[src/rtl/ddr_cmd_arbiter.sv]
// Read/write/refresh command arbiter enforcing turnaround spacing and write/read fairness.
// Periodic refresh is compiled in only when the macro DDR_ARB_REFRESH_EN is defined.
module ddr_cmd_arbiter #(
  parameter int unsigned TCCD     = 4,
  parameter int unsigned TWTR     = 6,
  parameter int unsigned TRTW     = 4,
  parameter int unsigned MAX_SAME = 4,
  parameter int unsigned TREFI    = 780,
  parameter int unsigned TRFC     = 35
) (
  input  logic        clock_t,
  input  logic        reset_n,
  input  logic        wr_req,
  input  logic [31:0] wr_addr,
  input  logic        rd_req,
  input  logic [31:0] rd_addr,
  output logic        cmd_valid,
  output logic [1:0]  cmd_type,
  output logic [31:0] cmd_addr,
  input  logic        cmd_ack,
  output logic        wr_gnt,
  output logic        rd_gnt,
  output logic        busy
);

  typedef enum logic [1:0] {IDLE, ISSUE, GAP, REFRESH} state_t;

  localparam logic [1:0] T_NONE = 2'b00;
  localparam logic [1:0] T_WR   = 2'b01;
  localparam logic [1:0] T_RD   = 2'b10;
  localparam logic [1:0] T_REF  = 2'b11;

  state_t      state_q, state_d;
  logic        cmd_valid_q, cmd_valid_d;
  logic [1:0]  cmd_type_q, cmd_type_d;
  logic [31:0] cmd_addr_q, cmd_addr_d;
  logic [1:0]  last_type_q, last_type_d;
  logic [1:0]  dir_q, dir_d;
  logic [7:0]  same_cnt_q, same_cnt_d;
  logic [7:0]  elapsed_q, elapsed_d;
  logic        ack_s;
  logic        ref_pending_s;
  logic [1:0]  cand_s;
  logic [31:0] cand_addr_s;
  logic [31:0] gap_s;
  logic        eligible_s;

  assign ack_s = cmd_valid_q & cmd_ack;

`ifdef DDR_ARB_REFRESH_EN
  logic [15:0] ref_cnt_q, ref_cnt_d;
  logic        ref_pending_q, ref_pending_d;
  logic        ref_wrap_s;

  // Refresh interval timer; an expiry while one is already pending is absorbed.
  always_comb begin
    ref_wrap_s = (ref_cnt_q == 16'(TREFI - 32'd1));
    if (ref_wrap_s) begin
      ref_cnt_d     = 16'd0;
      ref_pending_d = 1'b1;
    end else if (ack_s && (cmd_type_q == T_REF)) begin
      ref_cnt_d     = ref_cnt_q + 16'd1;
      ref_pending_d = 1'b0;
    end else begin
      ref_cnt_d     = ref_cnt_q + 16'd1;
      ref_pending_d = ref_pending_q;
    end
  end

  // Refresh timer registers.
  always_ff @(posedge clock_t or negedge reset_n) begin
    if (!reset_n) begin
      ref_cnt_q     <= 16'd0;
      ref_pending_q <= 1'b0;
    end else begin
      ref_cnt_q     <= ref_cnt_d;
      ref_pending_q <= ref_pending_d;
    end
  end

  assign ref_pending_s = ref_pending_q;
`else
  logic unused_ref_s;
  assign unused_ref_s  = ^{1'b0, TREFI};
  assign ref_pending_s = 1'b0;
`endif

  // Highest-priority candidate and the spacing it needs after the last accepted command.
  always_comb begin
    cand_s = T_NONE;
    if (ref_pending_s) begin
      cand_s = T_REF;
    end else if (wr_req && rd_req) begin
      if (dir_q == T_NONE) begin
        cand_s = T_WR;
      end else if (32'(same_cnt_q) >= MAX_SAME) begin
        cand_s = ~dir_q;
      end else begin
        cand_s = dir_q;
      end
    end else if (wr_req) begin
      cand_s = T_WR;
    end else if (rd_req) begin
      cand_s = T_RD;
    end else begin
      cand_s = T_NONE;
    end

    case (cand_s)
      T_WR:    cand_addr_s = wr_addr;
      T_RD:    cand_addr_s = rd_addr;
      default: cand_addr_s = 32'd0;
    endcase

    if (last_type_q == T_NONE) begin
      gap_s = 32'd0;
    end else if ((cand_s == T_REF) || (last_type_q == T_REF) || (cand_s == last_type_q)) begin
      gap_s = TCCD;
    end else if (cand_s == T_RD) begin
      gap_s = TWTR;
    end else begin
      gap_s = TRTW;
    end

    // elapsed reads 0 in the cycle after the ack, and selection precedes cmd_valid by one cycle.
    eligible_s = (cand_s != T_NONE) && ((32'(elapsed_q) + 32'd2) >= gap_s);
  end

  // Next-state, command offer and grant bookkeeping.
  always_comb begin
    state_d     = state_q;
    cmd_valid_d = cmd_valid_q;
    cmd_type_d  = cmd_type_q;
    cmd_addr_d  = cmd_addr_q;
    last_type_d = last_type_q;
    dir_d       = dir_q;
    same_cnt_d  = same_cnt_q;
    if (ack_s) begin
      elapsed_d = 8'd0;
    end else if (elapsed_q == 8'd255) begin
      elapsed_d = elapsed_q;
    end else begin
      elapsed_d = elapsed_q + 8'd1;
    end

    case (state_q)
      IDLE, GAP: begin
        if (eligible_s) begin
          state_d     = ISSUE;
          cmd_valid_d = 1'b1;
          cmd_type_d  = cand_s;
          cmd_addr_d  = cand_addr_s;
        end else if ((state_q == GAP) && (cand_s == T_NONE) && (32'(elapsed_q) >= TWTR)) begin
          state_d = IDLE;
        end else begin
          state_d = state_q;
        end
      end
      ISSUE: begin
        if (ack_s) begin
          cmd_valid_d = 1'b0;
          cmd_type_d  = T_NONE;
          cmd_addr_d  = 32'd0;
          last_type_d = cmd_type_q;
          if (cmd_type_q == T_REF) begin
            state_d = REFRESH;
          end else begin
            state_d = GAP;
            if (cmd_type_q != dir_q) begin
              dir_d      = cmd_type_q;
              same_cnt_d = 8'd1;
            end else if (32'(same_cnt_q) < MAX_SAME) begin
              same_cnt_d = same_cnt_q + 8'd1;
            end else begin
              same_cnt_d = same_cnt_q;
            end
          end
        end else begin
          state_d = ISSUE;
        end
      end
      REFRESH: begin
        if ((32'(elapsed_q) + 32'd2) >= TRFC) begin
          state_d = IDLE;
        end else begin
          state_d = REFRESH;
        end
      end
      default: state_d = IDLE;
    endcase
  end

  // Arbiter state and registered command outputs.
  always_ff @(posedge clock_t or negedge reset_n) begin
    if (!reset_n) begin
      state_q     <= IDLE;
      cmd_valid_q <= 1'b0;
      cmd_type_q  <= T_NONE;
      cmd_addr_q  <= 32'd0;
      last_type_q <= T_NONE;
      dir_q       <= T_NONE;
      same_cnt_q  <= 8'd0;
      elapsed_q   <= 8'd255;
    end else begin
      state_q     <= state_d;
      cmd_valid_q <= cmd_valid_d;
      cmd_type_q  <= cmd_type_d;
      cmd_addr_q  <= cmd_addr_d;
      last_type_q <= last_type_d;
      dir_q       <= dir_d;
      same_cnt_q  <= same_cnt_d;
      elapsed_q   <= elapsed_d;
    end
  end

  assign cmd_valid = cmd_valid_q;
  assign cmd_type  = cmd_type_q;
  assign cmd_addr  = cmd_addr_q;
  assign wr_gnt    = ack_s & (cmd_type_q == T_WR);
  assign rd_gnt    = ack_s & (cmd_type_q == T_RD);
  assign busy      = (state_q != IDLE);

endmodule

[config.mk]
export PLATFORM = sky130hd
export DESIGN_NAME = ddr_cmd_arbiter
export DESIGN_NICKNAME = d
export VERILOG_FILES = /design/src/rtl/ddr_cmd_arbiter.sv
export SDC_FILE = /design/constraint.sdc
export NUM_CORES = 1
export LEC_CHECK = 0
export CORE_ASPECT_RATIO = 1.75
export CORE_MARGIN = 2
export CORE_UTILIZATION = 47
export CTS_BUF_LIST = sky130_fd_sc_hd__clkbuf_16
export CTS_CLUSTER_DIAMETER = 120
export DETAILED_ROUTE_END_ITERATION = 10
export PLACE_DENSITY_LB_ADDON = 0.15
export SETUP_SLACK_MARGIN = 0.1
export SYNTH_ARGS = -nofsm -noshare
export SYNTH_HDL_FRONTEND = slang
export SYNTH_SLANG_ARGS = --single-unit
[constraint.sdc]
create_clock -name clock_t -period 4.3 [get_ports clock_t]
set_clock_uncertainty 0.1 [all_clocks]
set_input_delay 1.075 -clock clock_t [delete_from_list [all_inputs] [get_ports clock_t]]
set_output_delay 1.075 -clock clock_t [all_outputs]
set_load 0.005 [all_outputs]
==> metrics.txt, run 1 <==
status finished clean; Final Hold Vio Count 0; arrival time of the worst setup path about 4.1 ns; utilization after layout 68.9%; Design Power 0.00294 W; Max Fclk 252 MHz; EDFF count, synth 0; vias in the first global route 3153; Die ar. 7900 um2; adder-cell share of the synthesized area under 10%; compound-gate portion of the synthesized area between 10% and 20%; Crit path largest cell delay 0.49 ns; TritonCTS sink count 57; CP max stage cell clkdlybuf4s50_1; Initial Util 48.9%; global-route wire length before repair around 14000 um; Rows 40; Vias around 3000; Synth Cell Area ~3400 um2; Worst-Margin Slew 1.16 ns; DRT iter0 DRCs 198; Sum Neg Setup Slack 0 ns; port bufs 106; Distinct cells, synth 49; Bufs and invs on worst path 4; post-synthesis register bit count 57; RSZ-0062 raised after global routing false; share of layout cells above drive strength 1 about 16%; gpl congestion 0.790; Avg Cell Area, Syn 9.76 um2; startpoint types input port; worst path cell trace clkdlybuf4s50_1 > nor2b_1 > a31oi_2 > inv_1 > ha_1 > nand3b_1 > a311oi_1 > ha_1 > inv_1 > o21ai_0 > a21oi_1 > a311o_2 > buf_4 > mux2i_1; Routed WL per cell approximately 16 um; Relative slew margins 22.7%; Pleak 2.16 nW; Longest Clk Path Bufs 2; drt pass-1 iters 6; Final Slew Violations 0; global route overflow 0; clk root buf clkbuf_16; die height 116 um; nets 526; Critical Path End Type register; power density over the cells just over 600 nW/um2; main area contributors after synthesis dfrtp_1 (36%), mux2i_1 (10%), a22oi_1 (7.1%); sequential cell area fraction in the yosys report 42.6%; total of max-cap violations 0; Min-Delay Path Class register to register; Yosys warnings 0; core area 6910 um2; pin count of the biggest net entering global routing 44; Clock transition at path regs roughly 0.050 ns; most common flop cell mapped by yosys dfrtp_1; TritonCTS clock tree yes; dpl hpwl 6180 um; DP Area between 4000 and 5000 um2; DR vias/cell 5.56; CTS Buf Count 9; worst skew pair latency 0.32 ns; largest family of logic cells by synthesized area simple AND/OR/NAND/NOR gates; # diodes 0; final instance area 4760 um2; die width ~68 um; Simple-Gate Fraction of Synth Area approximately 19%; Cells after Synth 346; top cell type's share of synthesized area a little over a third; GRT Util Overall 24.2%; Worst Path Required approximately 4.4 ns; initial antenna violation count 0; total wire length 8670 um; syn_nets 427; H-tree levels 3; area delta synth->final 41.0%; Cell Count, Final, Fillers Out approximately 530; post-synthesis async set-or-reset flop share 100%; post-synthesis mux area share between 10% and 20%; worst vdd ir 341 uV; delay-heaviest family, CP compound AO/OA/AOI/OAI gates; Synth Area in XOR/XNOR 1.30%; most common cell after layout, fill and taps aside clkdlybuf4s50_1; fin crit period 3.98 ns; Placed Instances 517; Worst Path Max Fanout 5; IO Count roughly 110; commonest cells after routing, fill and taps aside clkdlybuf4s50_1 (105), dfrtp_1 (49), nand2_1 (43); final setup fails 0; Filler Cell Count 579; Post-DRT Antenna Nets 0; Yosys top cell by area dfrtp_1; CP Class input port to register; Final period util 92.5%; drt drc 0
-- routing by layer --
| layer | global-route usage (%) | vias to the layer above | share of wire (%) |
|---|---|---|---|
| met5 | 0 | - | 0 |
| met4 | 9.73 | 0 | 2.0 |
| met3 | 6.84 | 14 | 5.3 |
| met2 | 42.8 | 87 | 55 |
| met1 | 26.4 | 1437 | 37 |
| li1 | - | 1430 | - |
-- flip-flops by register name, summed over array words and instances (netlist names) --
name         cells
same_cnt_q       8
state_q          2
last_type_q      2
dir_q            2
elapsed_q        8
cmd_addr        32
cmd_type         2
cmd_valid        1
-- stage by stage --
step	setup slack, ns	hold slack, ns
floorplan	0.437	0.366
global placement	0.0865	0.399
detailed placement	-0.114	0.420
CTS	0.183	0.431
global route	0.164	0.443
finish	0.324	0.424
-- path summary, 6_finish.rpt --
| kind | from | to | slack, ns | cells past startpoint |
|---|---|---|---|---|
| min reg2reg | cmd_addr[13] | cmd_addr[13] | 0.42 | 2 |
| max in group asynchronous | reset_n | cmd_addr[19] | 2.51 | 2 |
| max | wr_req | cmd_type[0] | 0.32 | 14 |
| min in group asynchronous | reset_n | state_q[0] | 0.80 | 1 |
| max reg2reg | same_cnt_q[7] | cmd_type[0] | 0.45 | 16 |
| min | cmd_addr[13] | cmd_addr[13] | 0.42 | 2 |
-- what timing repair did --
action,in CTS,in global routing
hold buffers,0,0
resized for setup,0,1
buffers inserted,0,1
endpoints found under the setup margin,0,32
-- logic make-up (layout without fill, tap and decap cells) --
group / count (synthesis) / after routing
DFF: 57 / 57
AOI/OAI and AO/OA: 70 / 70
buffers and inverters: 36 / 140
and+or+nand+nor: 128 / 128
muxes: 38 / 38
xor gates and xnor gates: 5 / 5
adders and majority gates: 12 / 12
-- Yosys cell counts (all sizes together), types with 2 or more instances --
master  number
a211oi       4
and2         3
o22a         2
dfstp        8
nand2       43
mux2i       35
nand4        3
or2         34
nor2        18
a21o         2
nor3         2
xor2         4
a21oi        9
o21ai        5
inv         10
nand3        7
a22oi       32
ha          12
clkbuf      19
and3         4
a41oi        2
o211ai       3
dfrtp       49
a31oi        3
nor3b        3
buf          7
nor4         3
nor2b        3
mux2         3
-- cell type report --
| cell class | instances | area (um2) | share of cell area [%] |
|---|---|---|---|
| tap | 84 | 105 | 2.21 |
| clock buffer | 9 | 225 | 4.73 |
| clock inverter | 7 | 61.3 | 1.29 |
| sequential | 57 | 1440 | 30.2 |
| timing repair buffer | 114 | 1140 | 24.0 |
| inverter | 10 | 37.5 | 0.789 |
| multi-input combinational | 253 | 1750 | 36.8 |
-- power by group --
| part | internal, W | total (W) | switching (W) | leakage [nW] |
|---|---|---|---|---|
| logic | 0.000733 | 0.00137 | 0.000639 | 1.29 |
| registers | 0.000717 | 0.000885 | 0.000168 | 0.735 |
| clock network | 0.000440 | 0.000679 | 0.000239 | 0.136 |
-- tightest hold or removal path, stage by stage (launching register included) --
cell     delay, ns
dfrtp_1       0.37
nand2_1       0.06
mux2i_1       0.06
No activity file was read; power rests on OpenSTA's default activity.
==> run 2: changes to the inputs <==
--- a/config.mk
+++ b/config.mk
@@ -7,7 +7,7 @@
 export LEC_CHECK = 0
 export CORE_ASPECT_RATIO = 1.75
 export CORE_MARGIN = 2
-export CORE_UTILIZATION = 47
+export CORE_UTILIZATION = 50
 export CTS_BUF_LIST = sky130_fd_sc_hd__clkbuf_16
 export CTS_CLUSTER_DIAMETER = 120
 export DETAILED_ROUTE_END_ITERATION = 10
==> constraint.sdc (replaced) <==
create_clock -name clock_t -period 4.6 [get_ports clock_t]
set_clock_uncertainty 0.1 [all_clocks]
set_input_delay 1.15 -clock clock_t [delete_from_list [all_inputs] [get_ports clock_t]]
set_output_delay 1.15 -clock clock_t [all_outputs]
set_load 0.005 [all_outputs]
==> run 2 against run 1 <==
Total power down 8.2%. Via count down 1.3%. Non-clock buffer count down 3. Core utilization up 3.3 points. Critical path depth did not move. Sequential share of layout area grew 0.22 points. Routed wire length shrank 3.9%.
==> metrics.txt, run 2 (synthesized netlist as in run 1, its figures left out) <==
port bufs 106 (unchanged); CP max stage cell clkdlybuf4s50_1; cts hold-fix bufs 0 (unchanged); Post-DRT Antenna Nets 0 (unchanged); final worst slack 0.441 ns (+0.117 ns); reg2reg setup slack 0.53 ns (+0.08 ns); fin crit period 4.16 ns; Filler Cell Count 503 (-13%); arrival time of the worst setup path 4.30 ns (+0.20 ns); status finished clean; Worst setup endpoint cmd_addr[29]; worst path cell trace clkdlybuf4s50_1 > nor2b_1 > a31oi_1 > inv_1 > ha_1 > nand3b_1 > a311oi_1 > ha_1 > inv_1 > o21ai_0 > a21oi_1 > a311o_2 > buf_12 > mux2i_1; # diodes 0 (unchanged); critical path depth in cells 14 (unchanged); drt pass-1 iters 4 (-2); Max Fclk 240 MHz; setup bufs post-CTS 0 (unchanged); Initial Util 51.6% (+2.7 points); Placed Instances 513 (-0.77%); vias in the first global route 3003 (-4.8%); total of max-cap violations 0 (unchanged); clk root buf clkbuf_16; Cell Count, Final, Fillers Out 528 (-1.1%); Pleak 2.16 nW (-0.29%); CP Class input port to register; TritonCTS clock tree yes; post-cts resize count 0 (unchanged); worst reg2reg path endpoint cmd_addr[29]; CP startpoint wr_req; Routed WL per cell 15.8 um (-2.9%); commonest cells after routing, fill and taps aside clkdlybuf4s50_1 (105), dfrtp_1 (49), nand2_1 (43); power density over the cells 571 nW/um2 (-7.6%); gpl congestion 0.822 (+3.9%); delay-heaviest family, CP compound AO/OA/AOI/OAI gates; Clock transition at path regs 0.05 ns (about the same); utilization after layout 72.2% (+3.3 points); Bufs and invs on worst path 4 (unchanged); Worst Path Required 4.74 ns (+0.32 ns); Relative slew margins 27.6% (+4.9 points); Worst Path Max Fanout 15 (+10); initial antenna violation count 0 (unchanged); startpoint types input port; Worst-Margin Slew 1.09 ns (-0.0732 ns); hold depth 2 (unchanged); Longest Clk Path Bufs 2 (unchanged); IO Count 107 (unchanged); dpl hpwl 5880 um (-4.9%); Vias 2929 (-1.3%); RSZ-0062 raised after global routing false; H-tree levels 3 (unchanged); GRT Util Overall 24.6% (+0.43 points); post-place setup slack 0.158 ns (+0.273 ns); FF-to-FF path depth 15 (-1); share of layout cells above drive strength 1 15.0% (-0.53 points); worst vdd ir 289 uV (-15%); DP Area 4440 um2 (-0.39%); die width 66.1 um (-2.9%); Critical Path End Type register; die height 113 um (-2.9%); Rows 39 (-2.5%); TritonCTS sink count 57 (unchanged); global-route wire length before repair 14100 um (-1.9%); drt drc 0 (unchanged); max reg flops 32 (unchanged); area delta synth->final 39.9%; DR vias/cell 5.55 (-0.19%); Final period util 90.4%; nets 523 (-0.57%); global route overflow 0 (unchanged); final instance area 4720 um2 (-0.74%); Final Slew Violations 0 (unchanged); most common cell after layout, fill and taps aside clkdlybuf4s50_1; CTS Buf Count 9 (unchanged); Die ar. 7450 um2 (-5.7%); pin count of the biggest net entering global routing 43 (-2.3%); Sum Neg Setup Slack 0 ns (unchanged); worst skew pair latency 0.33 ns (about the same); core area 6540 um2 (-5.3%); worst r2r src same_cnt_q[7]; Min-Delay Path Class register to register; Crit path largest cell delay 0.48 ns (about the same); DRT iter0 DRCs 207 (+4.5%); final setup fails 0 (unchanged); total wire length 8330 um (-3.9%); Final Hold Vio Count 0 (unchanged)
run 2: metrics by stage:
step / total power [W] / hold slack (ns)
floorplan: 0.00164 / 0.366
global route: 0.00286 / 0.455
global placement: 0.00204 / 0.386
detailed placement: 0.00207 / 0.407
CTS: 0.00272 / 0.422
finish: 0.00270 / 0.419
run 2: area by class of cell:
cell class                      count  area [um2]  area share, %
Tap cell                           82         103           2.17
Clock inverter                      6        51.3           1.09
Clock buffer                        9         225           4.77
Timing Repair Buffer              111        1120           23.7
Multi-Input combinational cell    253        1750           37.1
Inverter                           10        37.5          0.795
Sequential cell                    57        1440           30.4
run 2: metal layers:
metal  vias up  global-route usage (%)  wire [um]  share of wire (%)
met5         -                       0          0                  0
met4         0                    8.16        136                1.6
met2        82                    43.6       4670                 56
met3        10                    7.16        410                4.9
li1       1414                       -          -                  -
met1      1423                    27.5       3120                 37
run 2: worst min-delay path by stage:
| stage | from | endpoint |
|---|---|---|
| final | same_cnt_q[2] | same_cnt_q[2] |
| after global routing | cmd_addr[19] | cmd_addr[19] |
| after CTS | same_cnt_q[7] | same_cnt_q[7] |
| after detailed placement | same_cnt_q[7] | same_cnt_q[7] |
| after global placement | same_cnt_q[7] | same_cnt_q[7] |
| after floorplan | same_cnt_q[7] | same_cnt_q[7] |
run 2: tightest hold or removal path, delay by kind of cell, from the launching register on:
kind,cells,cell delay [ns]
compound gates,1,0.04
flops,1,0.35
simple gates,1,0.08
run 2: report_power, final:
group / switching [W] / internal (W)
sequential: 0.000153 / 0.000671
combinational: 0.000577 / 0.000667
clock: 0.000221 / 0.000407
total: 0.000951 / 0.00174
==> run 3: changes to the inputs <==
--- a/config.mk
+++ b/config.mk
@@ -12,7 +12,7 @@
 export CTS_CLUSTER_DIAMETER = 120
 export DETAILED_ROUTE_END_ITERATION = 10
 export PLACE_DENSITY_LB_ADDON = 0.15
-export SETUP_SLACK_MARGIN = 0.1
+export SETUP_SLACK_MARGIN = 0.4
 export SYNTH_ARGS = -nofsm -noshare
 export SYNTH_HDL_FRONTEND = slang
 export SYNTH_SLANG_ARGS = --single-unit
==> run 3 against run 2 <==
Count of clock-buffer cells in the layout stayed put. Core utilization is 0.65 points higher. Sequential power hardly changed. Critical endpoint unchanged. Largest cell class unchanged. Highest routed layer unchanged.
==> metrics.txt, run 3 (synthesized netlist as in run 1, its figures left out) <==
total wire length 8440 um (+1.4%); core area 6540 um2 (unchanged); # diodes 0 (unchanged); global route overflow 0 (unchanged); pin count of the biggest net entering global routing 43 (unchanged); Worst Path Max Fanout 15 (unchanged); Worst Path Required 4.74 ns (about the same); Max Fclk 251 MHz (+4.5%); fin crit period 3.98 ns (-0.180 ns); most common cell after layout, fill and taps aside clkdlybuf4s50_1; clk root buf clkbuf_16; CP max stage cell clkdlybuf4s50_1; port bufs 106 (unchanged); Longest Clk Path Bufs 2 (unchanged); die width 66.1 um (unchanged); Initial Util 51.6% (unchanged); power density over the cells 576 nW/um2 (+0.84%); H-tree levels 3 (unchanged); Vias 2957 (+0.96%); drt drc 0 (unchanged); final setup fails 0 (unchanged); cts hold-fix bufs 0 (unchanged); TritonCTS sink count 57 (unchanged); Final Slew Violations 0 (unchanged); total area of sequential cells 1440 um2 (unchanged); Routed WL per cell 15.9 um (+0.61%); commonest cells after routing, fill and taps aside clkdlybuf4s50_1 (105), dfrtp_1 (49), nand2_1 (43); drt pass-1 iters 4 (unchanged); Relative slew margins 27.8% (+0.15 points); vias in the first global route 2998 (-0.17%); TritonCTS clock tree yes; Min-Delay Path Class register to register; Sum Neg Setup Slack 0 ns (unchanged); Worst-Margin Slew 1.08 ns (-0.00224 ns); CP Class input port to register; Critical Path End Type register; total of max-cap violations 0 (unchanged); startpoint types input port; IO Count 107 (unchanged); worst vdd ir 294 uV (+1.8%); Post-DRT Antenna Nets 0 (unchanged); Clock transition at path regs 0.05 ns (about the same); dpl hpwl 5880 um (unchanged); max reg flops 32 (unchanged); Rows 39 (unchanged); worst path cell trace clkdlybuf4s50_1 > nor2b_1 > a31oi_2 > inv_1 > ha_1 > nand3b_1 > a311oi_2 > ha_1 > inv_1 > o21ai_0 > a21oi_1 > a311o_2 > buf_12 > mux2i_1; area of the multi-input gates 1760 um2 (+0.71%); Die ar. 7450 um2 (unchanged); die height 113 um (unchanged); global-route wire length before repair 14100 um (about the same); Design Power 0.00274 W (+1.8%); DR vias/cell 5.56 (+0.20%); Final period util 86.5% (-3.9 points); DP Area 4440 um2 (unchanged); CTS Buf Count 9 (unchanged); Filler Cell Count 496 (-1.4%); Crit path largest cell delay 0.49 ns (about the same); worst skew pair latency 0.33 ns (about the same); Final Hold Vio Count 0 (unchanged); final instance area 4770 um2 (+0.90%); Pleak 2.17 nW (+0.92%); area delta synth->final 41.2%; share of layout cells above drive strength 1 16.2% (+1.2 points); delay-heaviest family, CP compound AO/OA/AOI/OAI gates; status finished clean; initial antenna violation count 0 (unchanged); gpl congestion 0.822 (unchanged); DRT iter0 DRCs 212 (+2.4%); arrival time of the worst setup path 4.12 ns (-0.18 ns); RSZ-0062 raised after global routing false; Bufs and invs on worst path 4 (unchanged); nets 527 (+0.76%); GRT Util Overall 24.5% (-0.041 points)
[run 3: cell types whose count changed in the layout (fill, tap and decap cells not counted), sizes merged]
cell  delta
buf      +4
[run 3: repair_timing]
item | 4_1_cts | 5_1_grt
endpoints found under the setup margin | 21 | 32
gates cloned | 0 | 0
resized for setup | 1 | 2
setup buffers | 0 | 4
pin swaps | 0 | 1
[run 3: stage by stage]
stage / hold slack [ns] / utilization (%) / worst slack, ns / instances
2_1_floorplan: 0.366 / - / 0.719 / 346
3_3_place_gp: 0.386 / 67.9 / 0.337 / 513
3_5_place_dp: 0.407 / 67.9 / 0.158 / 513
4_1_cts: 0.423 / 72.2 / 0.441 / 528
5_1_grt: 0.455 / 72.9 / 0.456 / 532
6_report: 0.419 / 72.9 / 0.621 / 532
[run 3: routing by layer]
metal	vias up	share of wire [%]	track usage, %
met5	-	0	0
met4	0	1.6	8.16
met3	10	5.0	7.36
met2	89	56	43.3
met1	1434	37	27.5
li1	1424	-	-
[run 3: area by class of cell]
cell class / instances / share of cell area [%]
multi-input cells: 253 / 37.0
flip-flops and latches: 57 / 30.1
repair buffers: 115 / 24.1
clock buffers: 9 / 4.73
well taps: 82 / 2.15
clock inverters: 6 / 1.08
inverters: 10 / 0.788
[run 3: final timing paths]
kind                                       to  slack (ns)  cells past startpoint     startpoint
worst max-delay path             cmd_addr[29]        0.62                     14         wr_req
worst min-delay path            same_cnt_q[2]        0.42                      2  same_cnt_q[2]
worst max register to register   cmd_addr[29]        0.75                     15  same_cnt_q[7]
worst min register to register  same_cnt_q[2]        0.42                      2  same_cnt_q[2]
max in group asynchronous        elapsed_q[2]        2.74                      2        reset_n
min in group asynchronous          state_q[1]        0.82                      1        reset_n
[run 3: worst reg2reg max path, delay by kind of cell, from the launching register on]
| kind | cells | cell delay (ns) |
|---|---|---|
| AND/OR/NAND/NOR | 4 | 1.11 |
| multiplexers | 1 | 0.23 |
| adder cells (fa/ha/maj) | 2 | 0.47 |
| buffers and inverters | 3 | 0.37 |
| AO/OA/AOI/OAI | 5 | 1.10 |
| flip-flops | 1 | 0.39 |
[run 3: power by group]
group	switching (W)	total (W)	internal [W]	leakage, nW
logic	0.000591	0.00129	0.000696	1.30
clock network	0.000224	0.000631	0.000407	0.141
registers	0.000155	0.000825	0.000670	0.735
